[config.mk]
export PLATFORM = sky130hd
export DESIGN_NAME = countdown_timer
export DESIGN_NICKNAME = d
export VERILOG_FILES = /design/src/rtl/countdown_timer.sv
export SDC_FILE = /design/constraint.sdc
export NUM_CORES = 1
export LEC_CHECK = 0
export ABC_AREA = 1
export CAP_MARGIN = 25
export CORE_MARGIN = 2
export CORE_UTILIZATION = 50
export CTS_CLUSTER_SIZE = 12
export DETAILED_ROUTE_END_ITERATION = 8
export PLACE_DENSITY = 0.76
export REMOVE_ABC_BUFFERS = 1
export SYNTH_ARGS = -nofsm -noshare
export SYNTH_HDL_FRONTEND = slang
export SYNTH_SLANG_ARGS = --single-unit
[constraint.sdc]
create_clock -name i_sysclk -period 2 [get_ports i_sysclk]
set_clock_uncertainty 0.15 [all_clocks]
set_input_delay 0.5 -clock i_sysclk [delete_from_list [all_inputs] [get_ports i_sysclk]]
set_output_delay 0.5 -clock i_sysclk [all_outputs]
set_load 0.02 [all_outputs]
[src/rtl/countdown_timer.sv]
// Start/stop/pause countdown timer with a load-only reload register.
// Define COUNTDOWN_AUTORELOAD_EN for periodic reload on terminal count; otherwise one-shot into DONE.
module countdown_timer #(
  parameter int WIDTH = 8
) (
  input  logic             i_sysclk,
  input  logic             i_reset_n,
  input  logic             i_en,
  input  logic             i_load,
  input  logic [WIDTH-1:0] i_load_val,
  input  logic             i_start,
  input  logic             i_stop,
  output logic [WIDTH-1:0] o_count,
  output logic [1:0]       o_state,
  output logic             o_zero,
  output logic             o_done_stb
);

  typedef enum logic [1:0] {
    IDLE  = 2'd0,
    RUN   = 2'd1,
    PAUSE = 2'd2,
    DONE  = 2'd3
  } state_t;

  state_t           state_q;
  logic [WIDTH-1:0] count_q;
  logic [WIDTH-1:0] reload_q;
  logic             done_stb_q;

  always_ff @(posedge i_sysclk) begin
    if (!i_reset_n) begin
      state_q    <= IDLE;
      count_q    <= '0;
      reload_q   <= '0;
      done_stb_q <= 1'b0;
    end else begin
      done_stb_q <= 1'b0;
      if (i_load) begin
        count_q  <= i_load_val;
        reload_q <= i_load_val;
        state_q  <= IDLE;
      end else begin
        unique case (state_q)
          IDLE: begin
            if (!i_stop && i_start && (count_q != '0)) state_q <= RUN;
          end
          RUN: begin
            // i_start while already running wins over i_en and has no effect.
            if (i_stop) begin
              state_q <= PAUSE;
            end else if (!i_start && i_en) begin
              if (count_q > WIDTH'(1)) begin
                count_q <= count_q - WIDTH'(1);
              end else begin
                done_stb_q <= 1'b1;
`ifdef COUNTDOWN_AUTORELOAD_EN
                count_q <= reload_q;
`else
                count_q <= '0;
                state_q <= DONE;
`endif
              end
            end
          end
          PAUSE: begin
            if (!i_stop && i_start) state_q <= RUN;
          end
          DONE: begin
            if (i_stop) begin
              state_q <= IDLE;
              count_q <= '0;
            end else if (i_start && (reload_q != '0)) begin
              count_q <= reload_q;
              state_q <= RUN;
            end
          end
          default: state_q <= IDLE;
        endcase
      end
    end
  end

  assign o_count    = count_q;
  assign o_state    = state_q;
  assign o_done_stb = done_stb_q;
  assign o_zero     = (count_q == '0);

endmodule

==> impl_metrics.ini, run 1 <==
[outcome]
status = completed

[grt]
grt_max_degree = 13
grt_use_total_pct = 23.61
grt_most_used_layer = met2
use_met2_pct = 40.85
grt_pass1_wl_um = 4981
met3_usage_pct = 2.778
use_met1_pct = 29.22
antenna_found_initial = 0
grt_pass1_vias = 1215
grt_remaining_overflow = 0

[critical_path]
end_kind = output port
crit_slowest_cell = clkdlybuf4s50_1
crit_required_ps = 1350
startpoint_type = register
cp_cell_sequence = clkdlybuf4s50_1
slowest_delay_ps = 610
crit_family = buffers and inverters
path_class = register to output port
arrival_ps = 1290
path_max_fanout = 3
critPathBufInv = 1

[clock_tree]
cts_max_level = 1
root_buffer = clkbuf_4
clk-insertion-delay-late_ps = 310
tritoncts = yes
numCtsBuffers = 3
clk_pin_slew_ps = 110
clk_path_buf_depth = 2
clock-sinks = 19
cts_setup_buffers = 0

[layout]
n_antenna_cell = 0
fin_nets = 250
multi_input_area_um2 = 742.0
regArea_um2 = 381.6
drive_gt1_share_pct = 18.53
post-route-util_pct = 68.36
syn_to_final_growth_pct = 33.03
fillers = 223

[route]
num_vias = 1322
avgRoutedWirePerCell_um = 11.44
antenna_left = 0
wl_um = 2997
firstDrtPassIters = 4
first_iter_violations = 16
vias_per_cell = 5.046
post-route-drc-count = 0

[logic_synthesis]
ys_ff_latch = 19
avgSynthCellArea_um2 = 6.649
syn_area_mm2 = 0.001250
synth-async-reset-ratio_pct = 0
synthFlopType = dfxtp_1
yosysSeqAreaShare_pct = 30.43
synth_edf_count = 0
netlist_instances = 188
synth_commonest_cells = nand2_1, nor2_1, dfxtp_1, inv_1
synth_top_cell_by_area = dfxtp_1
synthMostInstantiatedCell = nand2_1
synth_top_area_share_pct = 30.43
ys_warn_count = 0
synthTopCellsByArea = dfxtp_1, nand2_1, nor2_1
synth_cell_type_count = 32

[sta]
hold_viol = 0
min_period_ps = 1937
setup_viol = 0
tightest_slew_ps = 253.3
rsz0062_at_grt = false
post-route-period-util_pct = 96.86
drv_slew = 0
slew_headroom_pct = 83.09
clock.fmax_mhz = 516.2
tns_ps = 0

[pwr]
p_leak_nw = 0.8594
peakVddDrop_mv = 0.5244
power_uw = 968.2
p_per_area_mw_per_mm2 = 582.3

[placement]
gp_congestion = 0.8718
place_hpwl_um = 2466
io_buffers = 25

[floorplanning]
io_pins = 26
die_area_mm2 = 0.002916
dieHeight_um = 54
core_area_mm2 = 0.002432
die-width_um = 54
start_util_pct = 51.39
rows = 18

[flow_run]
maxCapViolCount = 0

[hold_path]
hold_class = register to register
## placed cells by master, fill, tap and decap left out, types with 3 or more instances in the layout
cell type,count
a21oi_1,11
a31oi_1,4
nor2_2,5
nand2_1,50
dfxtp_1,18
inv_1,17
clkdlybuf4s50_1,17
nand3_1,11
nor3_1,3
o21ai_0,3
nand2_4,4
clkbuf_4,3
dlygate4sd2_1,5
nor2_1,32
buf_4,20
## cells by family after synthesis
group                      after synthesis  share of synthesized area (%)
and+or+nand+nor                        113                          42.04
buffers and inverters                   26                          10.41
AOI/OAI and AO/OA                       24                          12.01
DFF                                     19                          30.43
xor gates and xnor gates                 3                          2.102
adders and majority gates                3                          3.003
## flip-flops by register name, summed over array words and instances (netlist names)
name,count
o_state,2
o_count,8
reload_q,8
o_done_stb,1
## final cells by class
class,instances,area share (%)
tap,30,2.257
multi-input combinational,143,44.62
timing repair buffer,45,23.70
inverter,21,4.891
sequential,19,22.95
clock buffer,4,1.580
## report_power, final
group          internal, mW  switching, mW  leakage, nW
sequential            0.405         0.0203        0.157
clock                0.0779          0.120       0.0150
combinational         0.156          0.189        0.687
## final timing paths
check,start,cells past startpoint,slack [ps],endpoint
setup / recovery,o_count[6],1,60,o_count[6]
hold / removal,reload_q[4],2,350,reload_q[4]
setup reg to reg,o_count[0],10,190,o_count[2]
hold reg to reg,reload_q[4],2,350,reload_q[4]
## metrics by stage
stage | hold WS, ps | cells | instance area [um2] | worst slack (ps)
global placement | 318.0 | 258 | 1639 | -82.13
global route | 379.6 | 262 | 1663 | 5.807
finish | 354.2 | 262 | 1663 | 62.78
floorplan | 304.1 | 183 | 1201 | 274.2
detailed placement | 339.4 | 258 | 1639 | -95.54
CTS | 356.1 | 262 | 1662 | 2.115
## worst min-delay path, cell delays in order, from the launching register on
cell     delay, ps
dfxtp_1        330
nand2_1         80
a21oi_1         60
## what timing repair did
item	4_1_cts	5_1_grt
pin swaps	0	1
hold buffers	0	0
hold endpoints to repair	0	0
endpoints found under the setup margin	6	4
gates resized for setup	9	4
## routing by layer
layer / vias up / share of wire [%]
met2: 38 / 49
li1: 687 / -
met1: 593 / 45
met3: 4 / 4.8
met5: - / 0
met4: 0 / 1.1
(Power assumes the default switching activity.)
==> run 2, diff against run 1 <==
CTS_CLUSTER_SIZE = not set   (was 12)
==> results of run 2 <==
Final layout, timing and power as in run 1 (identical DEF).
==> run 3, diff against run 2 <==
TNS_END_PERCENT = 10   (was not set)
==> run 3 against run 2 <==
Combinational power is essentially flat. Hold slack barely moved. Critical endpoint unchanged. Global-route usage unchanged. Critical path type unchanged. Maximum frequency barely moved. Critical path depth unchanged. Power down 0.19%. Clock power about the same. Final area down 0.15%.
==> impl_metrics.ini, run 3 (synthesized netlist as in run 1, its figures left out) <==
[critical_path]
end_kind = output port
crit_family = buffers and inverters
crit_path_end = o_count[6]
r2r-start = o_count[0]
crit_required_ps = 1350
crit_slowest_cell = clkdlybuf4s50_1
worst_r2r_endpoint = o_count[2]
r2r_setup_slack_ps = 160
path_class = register to output port
critPathBufInv = 1
worst-path-stages = 1
slowest_delay_ps = 610
arrival_ps = 1290
setup.worst_path.start = o_count[6]
rr_worst_depth = 10
path_max_fanout = 3
startpoint_type = register
cp_cell_sequence = clkdlybuf4s50_1

[grt]
grt_max_degree = 13
grt_pass1_vias = 1215
antenna_found_initial = 0
grt_pass1_wl_um = 4981
grt_use_total_pct = 23.61
grt_remaining_overflow = 0

[layout]
fillers = 221
final_common_cell = nand2_1
final_cell_area_mm2 = 0.001660
regArea_um2 = 381.6
multi_input_area_um2 = 739.5
n_antenna_cell = 0
mostFrequentLayoutCells = nand2_1, nor2_1, buf_4, dfxtp_1
post-route-util_pct = 68.26
syn_to_final_growth_pct = 32.83
drive_gt1_share_pct = 18.10
fin_nets = 250

[clock_tree]
cts_setup_buffers = 0
ctsHoldBuffers = 0
clk_path_buf_depth = 2
numCtsBuffers = 3
cts_max_level = 1
clk_pin_slew_ps = 110
clk-insertion-delay-late_ps = 300
clock-sinks = 19
tritoncts = yes
root_buffer = clkbuf_4

[sta]
hold_viol = 0
setup_viol = 0
tightest_slew_ps = 259.4
whs_ps = 354.3
drv_slew = 0
slew_headroom_pct = 82.69
clock.fmax_mhz = 516.3
rsz0062_at_grt = true
setup_slack_ps = 63.10
min_period_ps = 1937
post-route-period-util_pct = 96.85

[route]
first_iter_violations = 10
post-route-drc-count = 0
antenna_left = 0
firstDrtPassIters = 6
num_vias = 1317
avgRoutedWirePerCell_um = 11.37
vias_per_cell = 5.027
wl_um = 2979

[pwr]
power_uw = 966.4
p_leak_nw = 0.8601
p_per_area_mw_per_mm2 = 582.0
peakVddDrop_mv = 0.5245

[placement]
place_hpwl_um = 2466
io_buffers = 25
placed_area_mm2 = 0.001639
dpl_worst_slack_ps = -95.54
gp_congestion = 0.8718

[hold_path]
min_path_cells = 2
hold_class = register to register

[floorplanning]
start_util_pct = 51.39
rows = 18
die-width_um = 54
dieHeight_um = 54
die_area_mm2 = 0.002916
core_area_mm2 = 0.002432
io_pins = 26

[flow_run]
maxCapViolCount = 0

[outcome]
status = completed
## run 3: cell types whose count changed in the layout (fill, tap and decap cells not counted)
| cell | change |
|---|---|
| ha_2 | -1 |
| ha_1 | +1 |
## run 3: metal layers
| layer | wire length, um | vias up | GRT usage (%) |
|---|---|---|---|
| li1 | - | 688 | - |
| met1 | 1357 | 589 | 29.22 |
| met2 | 1455 | 37 | 40.85 |
| met3 | 133 | 3 | 2.778 |
| met4 | 32 | 0 | 10.42 |
| met5 | 0 | - | 0 |
## run 3: what timing repair did
| item | CTS | global route |
|---|---|---|
| gates cloned | 0 | 0 |
| gates resized for setup | 9 | 3 |
| setup endpoints to repair | 6 | 4 |
## run 3: layout make-up
class                           count  share of cell area [%]
Sequential cell                    19                   22.98
Multi-Input combinational cell    143                   44.54
Inverter                           21                   4.898
Clock buffer                        4                   1.583
Tap cell                           30                   2.261
Timing Repair Buffer               45                   23.74
## run 3: worst min-delay path by stage
stage	from	to	slack, ps
after global routing	reload_q[6]	reload_q[6]	380
after global placement	reload_q[6]	reload_q[6]	320
after CTS	reload_q[5]	reload_q[5]	360
after floorplan	reload_q[3]	reload_q[3]	300
after detailed placement	reload_q[5]	reload_q[5]	340
final	reload_q[4]	reload_q[4]	350
## run 3: report_power, final
part	internal (mW)	total, mW	switching (mW)
sequential	0.405	0.425	0.0203
combinational	0.155	0.343	0.188
clock	0.0779	0.198	0.120
## run 3: metrics by stage
stage	setup TNS, ps	std cells
final	0	262
after global placement	-355.8	258
after floorplan	0	183
after detailed placement	-504.2	258
after CTS	0	262
after global routing	-32.00	262
